$ cat src/rtl/rf80386_bus_arbiter.sv
// Two-port FTA master arbiter: icache fill vs CPU data path, with a completion watchdog.
// Optional build macro RF80386_ARB_RR_EN selects round-robin tie-break (default: data wins ties).
package rf80386_fta_pkg;
  typedef struct packed {
    logic [5:0] core;
    logic [1:0] channel;
    logic [7:0] tranid;
  } fta_tranid_t;

  typedef struct packed {
    logic         cyc;
    logic         stb;
    logic         we;
    logic [15:0]  sel;
    logic [31:0]  adr;
    logic [127:0] dat;
    fta_tranid_t  tid;
  } fta_cmd_request128_t;

  typedef struct packed {
    logic         ack;
    logic         rty;
    logic         err;
    fta_tranid_t  tid;
    logic [31:0]  adr;
    logic [127:0] dat;
  } fta_cmd_response128_t;
endpackage

module rf80386_bus_arbiter
  import rf80386_fta_pkg::*;
#(
  parameter int         TIMEOUT = 255,
  parameter logic [5:0] CORENO  = 6'd1
) (
  input  logic                 clk_i,
  input  logic                 rst_ni,
  input  fta_cmd_request128_t  ireq_i,
  output fta_cmd_response128_t iresp_o,
  input  fta_cmd_request128_t  dreq_i,
  output fta_cmd_response128_t dresp_o,
  output fta_cmd_request128_t  ftam_req_o,
  input  fta_cmd_response128_t ftam_resp_i,
  output logic [1:0]           gnt_o,
  output logic                 timeout_o
);

  typedef enum logic [1:0] {IDLE, GNT_I, GNT_D, RELEASE} state_t;

  localparam logic [9:0] TO = 10'(TIMEOUT);

  state_t               r_state, w_nxt;
  fta_cmd_request128_t  r_req, w_req_nxt, w_gnt_req;
  fta_cmd_response128_t w_resp;
  logic [9:0]           r_cnt, w_cnt_nxt;
  logic                 w_granted, w_live, w_done, w_wd, w_tie_d;

  function automatic fta_cmd_request128_t with_core(input fta_cmd_request128_t r);
    with_core          = r;
    with_core.tid.core = CORENO;
  endfunction

  function automatic fta_cmd_request128_t ctl_off(input fta_cmd_request128_t r);
    ctl_off     = r;
    ctl_off.cyc = 1'b0;
    ctl_off.stb = 1'b0;
    ctl_off.we  = 1'b0;
    ctl_off.sel = '0;
  endfunction

`ifdef RF80386_ARB_RR_EN
  logic r_last_d;
  assign w_tie_d = ~r_last_d;
  always_ff @(posedge clk_i or negedge rst_ni) begin
    if (!rst_ni)                         r_last_d <= 1'b0;
    else if (r_state == IDLE && w_nxt != IDLE) r_last_d <= (w_nxt == GNT_D);
  end
`else
  assign w_tie_d = 1'b1;
`endif

  assign w_gnt_req = (r_state == GNT_D) ? dreq_i : ireq_i;
  assign w_granted = (r_state == GNT_I) || (r_state == GNT_D);
  // A requester that has dropped cyc gets no response even if the bus answers.
  assign w_live    = w_granted && w_gnt_req.cyc;
  assign w_done    = ftam_resp_i.ack | ftam_resp_i.rty;
  assign w_wd      = w_live && !w_done && (r_cnt == TO);

  always_comb begin
    w_nxt     = r_state;
    w_req_nxt = r_req;
    w_cnt_nxt = r_cnt;
    unique case (r_state)
      IDLE: begin
        if (dreq_i.cyc && (!ireq_i.cyc || w_tie_d)) begin
          w_nxt     = GNT_D;
          w_req_nxt = with_core(dreq_i);
          w_cnt_nxt = '0;
        end else if (ireq_i.cyc) begin
          w_nxt     = GNT_I;
          w_req_nxt = with_core(ireq_i);
          w_cnt_nxt = '0;
        end
      end
      GNT_I, GNT_D: begin
        if (!w_live || w_done || w_wd) begin
          w_nxt     = RELEASE;
          w_req_nxt = ctl_off(r_req);
          w_cnt_nxt = '0;
        end else begin
          w_req_nxt = with_core(w_gnt_req);
          w_cnt_nxt = r_cnt + 10'd1;
        end
      end
      RELEASE: w_nxt = IDLE;
      default: w_nxt = IDLE;
    endcase
  end

  always_ff @(posedge clk_i or negedge rst_ni) begin
    if (!rst_ni) begin
      r_state           <= IDLE;
      r_cnt             <= '0;
      r_req             <= '0;
      r_req.tid.core    <= CORENO;
    end else begin
      r_state <= w_nxt;
      r_cnt   <= w_cnt_nxt;
      r_req   <= w_req_nxt;
    end
  end

  always_comb begin
    w_resp = ftam_resp_i;
    if (w_wd) w_resp.rty = 1'b1;
  end

  assign iresp_o    = (w_live && r_state == GNT_I) ? w_resp : '0;
  assign dresp_o    = (w_live && r_state == GNT_D) ? w_resp : '0;
  assign ftam_req_o = r_req;
  assign gnt_o      = {r_state == GNT_D, r_state == GNT_I};
  assign timeout_o  = w_wd;

endmodule

$ cat config.mk
export PLATFORM = sky130hd
export DESIGN_NAME = rf80386_bus_arbiter
export DESIGN_NICKNAME = d
export VERILOG_FILES = /design/src/rtl/rf80386_bus_arbiter.sv
export SDC_FILE = /design/constraint.sdc
export NUM_CORES = 1
export LEC_CHECK = 0
export CAP_MARGIN = 20
export CORE_AREA = 2 2 435 437
export CTS_CLUSTER_SIZE = 16
export DETAILED_ROUTE_END_ITERATION = 6
export DIE_AREA = 0 0 437 439
export SKIP_CTS_REPAIR_TIMING = 1
export SLEW_MARGIN = 20
export SYNTH_ARGS = -nofsm -noshare
export SYNTH_HDL_FRONTEND = slang
export SYNTH_SLANG_ARGS = --single-unit
$ cat constraint.sdc
create_clock -name clk_i -period 5 [get_ports clk_i]
set_clock_uncertainty 0.2 [all_clocks]
set_input_delay 1 -clock clk_i [delete_from_list [all_inputs] [get_ports clk_i]]
set_output_delay 1 -clock clk_i [all_outputs]
set_load 0.03 [all_outputs]
Word-level counts from Yosys, hierarchy flattened
Index checks and enable logic that the tools add are counted.
Word-level totals
  output and inout port bits: 556
  register bits after elaboration: 207
  logic and storage cells: 52
  input port bits: 571
Operators by class
  reductions and logical operators: 16
  bitwise operators: 1
  multiplexer cells: 16
  add/subtract/negate cells: 1
  eq/ne operators: 7
Operator list (count)
  195-bit 2-to-1 mux: 4
  195-bit case mux with 2 select lines: 1
  179-bit 2-to-1 mux: 2
  10-bit 2-to-1 mux: 3
  10-bit case mux with 2 select lines: 1
  10-bit by 1-bit adder with 10-bit output, second input constant: 1
  10-bit by 8-bit equality test with 1-bit output, second input constant: 1
  2-bit 2-to-1 mux: 3
  2-bit case mux with 3 select lines: 1
  1-bit logical AND: 5
  2-bit equality test, second input constant: 2
  2-bit != test, second input constant: 2
  2-bit AND reduction: 2
  1-bit logical OR: 3
  3-bit != test, second input constant: 1
  3-bit AND reduction: 1
  2-bit by 1-bit equality test with 1-bit output, second input constant: 1
  1-bit logical NOT: 2
  2-bit logical NOT: 1
  2-bit nonzero test: 1
  2-bit OR reduction: 1
  1-bit 2-to-1 mux: 1
  1-bit OR: 1

Longest topological paths before layout
Gate-level depths: netlist of the first run.
  word-level depth: 8
  depth in mapped cells: 11
  gate-level depth less buffers: 6

Worst setup path before layout of the first run
No wires, ideal clock.
  kind: input to output
  start: input port ftam_resp_i[177] in the netlist's numbering
  end: output port iresp_o[177] in the netlist's numbering
  path slack: 1.298 ns
  stages: 4
  data required time: 3.800 ns
  arrival: 2.502 ns
  buffers on the path: 0
  cell sequence: or3b_1 -> nor2_1 -> a21oi_1 -> nor3_1
RTL lines
  start: declaration: line 43  | input fta_cmd_response128_t ftam_resp_i,
  end: declaration: line 39  | output fta_cmd_response128_t iresp_o,

==> flow_summary.yaml, run 1 <==
global_route:
  global_route.overflow_total: 0
  grt_max_degree: 180
  grt_first_pass_wirelength_um: 181000
  gr_util_all_layers_pct: 14.2
  antenna_violations_before_repair: 88
  first_global_vias: 17800
synth:
  syn_avg_cell_area_um2: 10.2
  synthFlopType: "dfrtp_1"
  register_area_share_after_synthesis_pct: 31.5
  synth_cell_type_count: 46
  mappedNetlistArea_um2: 16100
  synth_cells: 1577
  post_synth_edffs: 0
  yosys_register_bits: 202
  synth_warnings: 0
  synth-async-reset-ratio_pct: 100
power:
  power.clock.fraction_pct: 12.1
  cell_internal_pwr_mw: 9.04
  p_switching_mw: 8.13
  power_density_nw_per_um2: 527
  power.share.switching_pct: 47.4
  ir_worst_vdd_mv: 0.337
  p_leak_nw: 12.5
  share_seq_of_total_power_pct: 15.8
  power.share.combinational_pct: 72.1
drt:
  drt-pass1-iter-count: 4
  route.vias.total: 17800
  postRouteAntennaNets: 0
  routedWlPerCell_um: 28.1
  drt-vias-per-instance: 3.48
  drt-initial-drc-count: 876
  number_of_remaining_drc_errors: 0
  drt_wl_total_um: 144000
floorplanning:
  start_util_pct: 8.59
  core_area_um2: 187000
  fp.dieH_um: 439
  die_area_um2: 192000
  count_of_pins_on_the_block_boundary: 1127
  die_width_um: 437
  row_count: 159
placement:
  hpwlAfterDp_um: 122000
  place.gp.congestion: 0.975
  place.detailed.instances: 5049
  port_buffers: 1109
sta:
  max_freq_ghz: 0.209
  final.period_utilization_pct: 95.9
  setup_viol_count_final: 0
  finalHoldViolations: 0
  period_needed_ns: 4.79
  tightest_slew_ns: 1.22
  maxSlewHeadroom_pct: 18.5
  final-max-slew-violation-count: 0
  rsz0062_at_grt: "false"
  setup-tns-final_ns: 0
cells_and_area:
  seqCellArea_um2: 5060
  signed_area_change_from_the_synthesized_netlist_to_the_final_layout_pct: 103
  nets: 3158
  layout-drive-gt1-share_pct: 14.9
  final_cells: 5115
  multi_input_area_um2: 10300
  final.fill_count: 20800
clock_tree:
  clkSinkCount: 202
  clkSlewWorstSetupHoldPaths_ns: 0.06
  cts.root.buffer_cell: "clkbuf_16"
  cts_inserted_buffers: 26
  max-clock-path-buffers: 3
  cts_tree: "built"
  cts_htree_levels: 1
  insertion_delay_to_the_later_sink_of_the_worst_skew_pair_ns: 0.58
setup_path:
  timing.critical_path.fanout_max: 180
  cp_data_required_time_ns: 3.80
  critical_path.endpoint_type: "output pin"
  crit_path_start_kind: "flop"
  timing.setup.critical_path_class: "reg2out"
  arrival_ns: 3.59
worst_hold_path:
  holdCritPathClass: "in2async"
job:
  cap_viol_max_count: 0
status:
  run_status: "complete, no violations"
-- cell usage in the layout (no fill, tap or decap), drive strengths merged, types with 3 or more instances in the layout --
cell / n
mux2: 170
buf: 240
conb: 5
a21oi: 4
clkbuf: 36
inv: 5
o32a: 18
nor2: 8
a31oi: 5
and2: 357
nand2: 22
clkdlybuf4s50: 907
diode: 18
dfrtp: 201
ha: 5
o21ai: 23
o32ai: 170
nand3: 3
clkinv: 7
or2: 3
mux2i: 382
bufinv: 3
-- cells in the mapped netlist, types with 2 or more instances --
cell type / n / area share, %
mux2i_1: 382 / 24
a31oi_1: 5 / 0.19
nor3b_1: 2 / 0.093
nor2b_1: 2 / 0.078
nor2_1: 8 / 0.19
a21o_1: 2 / 0.093
buf_1: 6 / 0.14
and3_1: 2 / 0.078
nand2_1: 22 / 0.51
mux2_1: 78 / 5.5
buf_6: 9 / 0.63
o32a_1: 18 / 1.1
buf_4: 5 / 0.23
nor3_1: 2 / 0.062
a21oi_1: 4 / 0.12
mux2_2: 92 / 6.5
ha_1: 5 / 0.39
o21ai_0: 23 / 0.72
clkbuf_1: 133 / 3.1
dfrtp_1: 201 / 31
buf_2: 21 / 0.65
and2_1: 357 / 14
inv_1: 4 / 0.093
o32ai_1: 170 / 9.3
nand3_1: 3 / 0.093
-- power groups by stage --
stage                     Clock [mW]  Sequential (mW)  Combinational, mW
after floorplan                    0             3.98               5.83
after global placement             0             2.71               12.4
after detailed placement           0             2.73               12.5
after CTS                       2.16             2.71               12.6
after global routing            2.21             2.80               13.0
final                           2.08             2.71               12.4
-- layer usage --
metal | up-vias | GRT usage (%) | part of all wire (%)
met3 | 242 | 2.83 | 5.2
li1 | 7912 | - | -
met1 | 8849 | 12.5 | 30
met4 | 38 | 5.72 | 4.2
met2 | 751 | 30.2 | 60
met5 | - | 0 | 0.17
-- stage by stage --
stage	cell area [um^2]	setup WS (ns)	hold slack [ns]	total power, mW	utilization [%]
floorplan	16100	1.30	0.293	9.81	-
global placement	31600	0.522	0.261	15.1	16.9
global route	32600	0.0943	0.0915	18.0	17.4
detailed placement	31600	0.504	0.269	15.3	16.9
finish	32600	0.206	0.0907	17.2	17.4
CTS	32600	0.257	0.0706	17.4	17.4
-- worst paths after layout --
check	from	to	slack [ns]	cells past startpoint
worst min-delay path	rst_ni	ftam_req_o[16]$_DFFE_PN0P_	0.09	1
worst max-delay path	r_state[1]$_DFFE_PN0P_	dresp_o[66]	0.21	6
worst min register to register	ftam_req_o[194]$_DFFE_PN0P_	ftam_req_o[194]$_DFFE_PN0P_	0.28	1
max in group asynchronous	rst_ni	ftam_req_o[96]$_DFFE_PN0P_	3.27	2
worst max register to register	r_state[1]$_DFFE_PN0P_	ftam_req_o[80]$_DFFE_PN0P_	1.45	8
min in group clk_i	ftam_req_o[194]$_DFFE_PN0P_	ftam_req_o[194]$_DFFE_PN0P_	0.28	1
-- final cells by class --
type | instances | share of cell area (%)
sequential | 202 | 15.5
inverter | 4 | 0.0461
clock inverter | 12 | 0.441
antenna | 18 | 0.138
multi-input combinational | 1201 | 31.6
tap | 2495 | 9.58
clock buffer | 36 | 2.39
timing repair buffer | 1147 | 40.3
-- sequential cells by signal (all words and copies together) (netlist names) --
signal	flops
ftam_req_o	190
r_cnt	10
r_state	2
-- critical path, cell delays in order, from the launching register on --
cell,delay (ns)
dfrtp_1,0.38
inv_1,0.12
ha_4,0.51
and3_4,0.25
buf_12,0.27
and2_1,0.23
clkdlybuf4s50_1,0.85
-- cells by family (layout without fill, tap and decap cells) --
family                   after synthesis  count (layout)  share of synthesized area, %
flip-flops                           202             202                          31.5
multiplexers                         552             552                          35.7
buffers and inverters                178            1199                          4.86
adder cells (fa/ha/maj)                5               5                         0.390
AO/OA/AOI/OAI                        230             230                          11.9
AND/OR/NAND/NOR                      409             409                          15.6
other                                  1              23                        0.0234
Note: power is estimated with default switching activity, not from simulation.
==> run 2, diff against run 1 <==
- ABC_CLOCK_PERIOD_IN_PS: unset -> 5000
- CTS_BUF_LIST: unset -> sky130_fd_sc_hd__clkbuf_2
==> run 2 against run 1 <==
Net effect: clock power decreased by 38%; sequential power about the same; register-to-register slack improved by 0.06 ns; via count increased by 1.7%; setup slack improved by 0.12 ns; highest routed layer unchanged.
==> flow_summary.yaml, run 2 (same netlist as run 1, synthesis figures left out) <==
setup_path:
  crit_path_start_kind: "flop"
  timing.rr.start: "r_state[1]$_DFFE_PN0P_"
  reg2reg_setup_slack_ns: 1.51
  r2r-end: "ftam_req_o[80]$_DFFE_PN0P_"
  arrival_ns: 3.47
  critical_path.endpoint_type: "output pin"
  timing.critical_path.fanout_max: 18
  critPathLaunch: "r_state[1]$_DFFE_PN0P_"
  timing.setup.critical_path_class: "reg2out"
  crit_end: "iresp_o[176]"
  ff2ff_path_depth: 8
  cp_data_required_time_ns: 3.80
drt:
  route.vias.total: 18100
  postRouteAntennaNets: 0
  met3_wirelength_um: 7330
  drt-pass1-iter-count: 4
  met2WireLength_um: 86700
  routedWlPerCell_um: 28.3
  routedLengthMet1_um: 44700
  number_of_remaining_drc_errors: 0
  drt-initial-drc-count: 861
  drt-vias-per-instance: 3.49
  highest-signal-layer: "met5"
  drt_wl_total_um: 147000
cells_and_area:
  layout-drive-gt1-share_pct: 16.2
  layout_common_cells: "clkdlybuf4s50_1, mux2i_1, and2_1"
  nets: 3199
  layout_commonest_cell: "clkdlybuf4s50_1"
  largest_reg_flops: 190
  utilization_after_layout_pct: 17.5
  signed_area_change_from_the_synthesized_netlist_to_the_final_layout_pct: 104
  post-route-cell-area_um2: 32700
job:
  cap_viol_max_count: 0
power:
  p_leak_nw: 15.3
  ir_worst_vdd_mv: 0.342
  power_density_nw_per_um2: 505
  total_power_mw: 16.5
status:
  run_status: "complete, no violations"
clock_tree:
  clkSinkCount: 202
  cts_htree_levels: 2
  cts_tree: "built"
  clkSlewWorstSetupHoldPaths_ns: 0.11
  cts_inserted_buffers: 57
  insertion_delay_to_the_later_sink_of_the_worst_skew_pair_ns: 1.15
  max-clock-path-buffers: 3
  cts.root.buffer_cell: "clkbuf_2"
floorplanning:
  fp.dieH_um: 439
  count_of_pins_on_the_block_boundary: 1127
  start_util_pct: 8.59
  core_area_um2: 187000
  die_area_um2: 192000
  die_width_um: 437
  row_count: 159
sta:
  setup_viol_count_final: 0
  final.period_utilization_pct: 93.4
  period_needed_ns: 4.67
  hold_ws_ns: 0.181
  max_freq_ghz: 0.214
  final-max-slew-violation-count: 0
  maxSlewHeadroom_pct: 20.1
  tightest_slew_ns: 1.20
  finalHoldViolations: 0
placement:
  place.gp.congestion: 0.975
  hpwlAfterDp_um: 122000
  detailed_place.area_um2: 31600
  port_buffers: 1109
global_route:
  first_global_vias: 18100
  grt_first_pass_wirelength_um: 182000
  global_route.overflow_total: 0
  antenna_violations_before_repair: 90
  grt_max_degree: 180
  gr_util_all_layers_pct: 14.3
worst_hold_path:
  holdCritPathClass: "in2async"
==> run 2: changes by cell type in the layout (fill, tap and decap cells not counted), moves of 2 or more <==
| cell | delta |
|---|---|
| clkbuf_8 | -7 |
| bufinv_16 | -3 |
| clkdlybuf4s50_1 | -153 |
| clkinv_1 | +17 |
| dlygate4sd3_1 | +3 |
| clkbuf_2 | +81 |
| buf_12 | +2 |
| clkbuf_1 | -2 |
| clkinv_2 | -6 |
| clkbuf_16 | -25 |
| dlymetal6s2s_1 | +153 |
==> run 2: metrics by stage <==
step | setup TNS (ns) | instances | setup slack [ns]
floorplan | 0 | 1581 | 1.30
global placement | 0 | 5049 | 0.522
detailed placement | 0 | 5049 | 0.504
CTS | -105.76 | 5150 | -0.554
global route | -0.0151 | 5176 | -0.0151
finish | 0 | 5179 | 0.331
==> run 2: report_power, final <==
group	total [mW]	switching, mW	leakage [nW]	internal (mW)
logic	12.5	7.05	12.3	5.48
clock network	1.30	0.853	0.376	0.443
registers	2.71	0.338	2.58	2.37
total	16.5	8.24	15.3	8.29
==> run 2: critical path, stage by stage, from the launching register on <==
cell,delay (ns)
dfrtp_1,0.39
inv_1,0.12
ha_4,0.43
nand2_1,0.15
nor2_4,0.15
buf_12,0.14
buf_12,0.14
and2_1,0.14
clkdlybuf4s50_1,0.67
==> run 2: layout make-up <==
type | instances | area [um^2]
Clock buffer | 81 | 405
Clock inverter | 20 | 86.3
Multi-Input combinational cell | 1201 | 10300
Sequential cell | 202 | 5060
Inverter | 4 | 15.0
Antenna cell | 19 | 47.5
Timing Repair Buffer | 1157 | 13700
Tap cell | 2495 | 3120
Fill cell | 20800 | 154000
==> run 2: worst min path at each step <==
stage                                      from                     endpoint  slack [ns]  depth (start not counted)
finish                                   rst_ni  ftam_req_o[173]$_DFFE_PN0P_        0.18                          2
floorplan                  r_cnt[5]$_DFFE_PN0P_         r_cnt[5]$_DFFE_PN0P_        0.29                          1
detailed placement  ftam_req_o[194]$_DFFE_PN0P_  ftam_req_o[194]$_DFFE_PN0P_        0.27                          1
CTS                                      rst_ni   ftam_req_o[16]$_DFFE_PN0P_       -0.75                          1
global placement    ftam_req_o[194]$_DFFE_PN0P_  ftam_req_o[194]$_DFFE_PN0P_        0.26                          1
global route                             rst_ni    ftam_req_o[5]$_DFFE_PN0P_        0.01                          2
==> run 2: routing by layer <==
metal | track usage (%) | vias up
met1 | 12.5 | 8971
met3 | 2.90 | 287
met5 | 0 | -
li1 | - | 8012
met2 | 30.1 | 785
met4 | 6.54 | 38
==> run 3, diff against run 2 <==
--- a/constraint.sdc
+++ b/constraint.sdc
@@ -4,2 +4,2 @@
 set_output_delay 1 -clock clk_i [all_outputs]
-set_load 0.03 [all_outputs]
+set_load 0.005 [all_outputs]
==> run 3 against run 2 <==
Net effect: die area is the same; power shrank 14%; clock-buffer cell count is 9 higher; maximum frequency down 2.0%; setup slack lost 0.094 ns; register-to-register slack lost 0.42 ns; core utilization is 0.55 points lower; combinational power is 18% lower; flip-flop and latch count did not move.
==> flow_summary.yaml, run 3 (same netlist as run 1, synthesis figures left out) <==
status:
  run_status: "complete, no violations"
sta:
  final-max-slew-violation-count: 0
  period_needed_ns: 4.76
  hold_ws_ns: 0.112
  post-route-worst-setup-slack_ns: 0.237
  rsz0062_at_grt: "false"
  setup_viol_count_final: 0
  finalHoldViolations: 0
  max_freq_ghz: 0.210
  maxSlewHeadroom_pct: 24.1
  final.period_utilization_pct: 95.3
  tightest_slew_ns: 1.14
drt:
  drt-initial-drc-count: 796
  drt-vias-per-instance: 3.51
  postRouteAntennaNets: 0
  number_of_remaining_drc_errors: 0
  route.vias.total: 18200
  routedWlPerCell_um: 28.0
  drt-pass1-iter-count: 5
  drt_wl_total_um: 145000
global_route:
  grt_max_degree: 121
  grt_first_pass_wirelength_um: 182000
  antenna_violations_before_repair: 91
  gr_util_all_layers_pct: 14.2
  first_global_vias: 17900
  global_route.overflow_total: 0
cells_and_area:
  largest_reg_flops: 190
  layout_commonest_cell: "clkdlybuf4s50_1"
  post-route-cell-area_um2: 31700
  final.fill_count: 20900
  layout_common_cells: "clkdlybuf4s50_1, mux2i_1, and2_1"
  nets: 3201
  signed_area_change_from_the_synthesized_netlist_to_the_final_layout_pct: 97.4
  final_cells: 5190
  layout-drive-gt1-share_pct: 13.4
setup_path:
  cp.depth: 7
  cp_data_required_time_ns: 3.80
  ff2ff_path_depth: 7
  critical_path.endpoint_type: "output pin"
  arrival_ns: 3.56
  critical_path.n_buffers_inverters: 2
  timing.critical_path.max_delay_family: "simple AND/OR/NAND/NOR gates"
  timing.critical_path.slowest_cell_delay_ns: 0.61
  critPathSlowestCell: "clkdlybuf4s50_1"
  crit_path_start_kind: "flop"
  path_cells: "inv_1 -> ha_4 -> or3b_1 -> nor2_1 -> a21oi_1 -> nor3_2 -> clkdlybuf4s50_1"
  timing.setup.critical_path_class: "reg2out"
  timing.critical_path.fanout_max: 9
job:
  cap_viol_max_count: 0
clock_tree:
  insertion_delay_to_the_later_sink_of_the_worst_skew_pair_ns: 1.15
  cts_tree: "built"
  cts_htree_levels: 2
  cts.root.buffer_cell: "clkbuf_2"
  clkSlewWorstSetupHoldPaths_ns: 0.08
  cts_inserted_buffers: 58
  clkSinkCount: 202
  max-clock-path-buffers: 3
floorplanning:
  core_area_um2: 187000
  start_util_pct: 8.59
  row_count: 159
  die_area_um2: 192000
  count_of_pins_on_the_block_boundary: 1127
  die_width_um: 437
  fp.dieH_um: 439
power:
  power_density_nw_per_um2: 449
  ir_worst_vdd_mv: 0.417
  share_seq_of_total_power_pct: 19.1
  power.share.switching_pct: 42.8
  power.clock.fraction_pct: 9.3
  p_switching_mw: 6.09
  cell_internal_pwr_mw: 8.15
  power.share.combinational_pct: 71.7
  p_leak_nw: 12.1
placement:
  detailed_place.area_um2: 31000
  hpwlAfterDp_um: 123000
  place.gp.congestion: 1.00
  port_buffers: 1109
  detailedPlace.worstSlack_ns: 0.604
  place.detailed.instances: 5049
worst_hold_path:
  hold-path-cell-count: 3
  holdCritPathClass: "in2reg"
run 3: cell types whose count changed in the layout (fill, tap and decap cells not counted), sizes merged:
cell	delta
clkdlybuf4s50	+244
dlymetal6s2s	-153
buf	-89
clkbuf	+9
diode	+9
clkinv	-7
dlygate4sd3	-2
and3	+1
inv	-1
run 3: layout make-up:
type	instances	area [um^2]	share of cell area [%]
Multi-Input combinational cell	1202	10300	32.5
Antenna cell	28	70.1	0.221
Timing Repair Buffer	1157	12600	39.8
Inverter	4	15.0	0.0474
Sequential cell	202	5060	16.0
Tap cell	2495	3120	9.85
Clock buffer	90	450	1.42
Clock inverter	12	58.8	0.186
run 3: path summary, 6_finish.rpt:
| check | start | to | slack [ns] |
|---|---|---|---|
| max in group asynchronous | rst_ni | r_cnt[2]$_DFFE_PN0P_ | 3.17 |
| hold reg to reg | ftam_req_o[194]$_DFFE_PN0P_ | ftam_req_o[194]$_DFFE_PN0P_ | 0.29 |
| setup reg to reg | r_state[1]$_DFFE_PN0P_ | ftam_req_o[146]$_DFFE_PN0P_ | 1.09 |
| min in group asynchronous | rst_ni | ftam_req_o[19]$_DFFE_PN0P_ | 0.30 |
| hold / removal | dreq_i[194] | r_state[1]$_DFFE_PN0P_ | 0.11 |
| setup / recovery | r_state[1]$_DFFE_PN0P_ | iresp_o[177] | 0.24 |
run 3: worst register-to-register path, stage by stage (launching register included):
cell and delay (ns):
dfrtp_1 0.40, inv_1 0.13, ha_4 0.36, buf_4 0.57
buf_4 0.73, buf_4 0.74, o32ai_1 0.35, mux2_2 0.33
run 3: power by group through the flow:
stage                     sequential [mW]  combinational (mW)  clock, mW
after floorplan                      2.76                5.01          0
after global placement               2.71                10.1          0
after detailed placement             2.74                10.2          0
after CTS                            2.71                10.3       1.42
after global routing                 2.79                10.8       1.46
final                                2.72                10.2       1.32
run 3: routing by layer:
metal	wire, um	up-vias	global-route usage [%]
li1	-	8053	-
met4	8500	46	7.17
met2	85400	801	29.9
met3	7630	298	3.16
met1	43300	9035	12.2
met5	317	-	0
run 3: metrics by stage:
step	utilization [%]	power (mW)	TNS (ns)
6_report	17.0	14.2	0
2_1_floorplan	-	7.76	0
4_1_cts	16.8	14.4	-7.55
3_3_place_gp	16.6	12.8	0
5_1_grt	16.9	15.1	0
3_5_place_dp	16.6	13.0	0
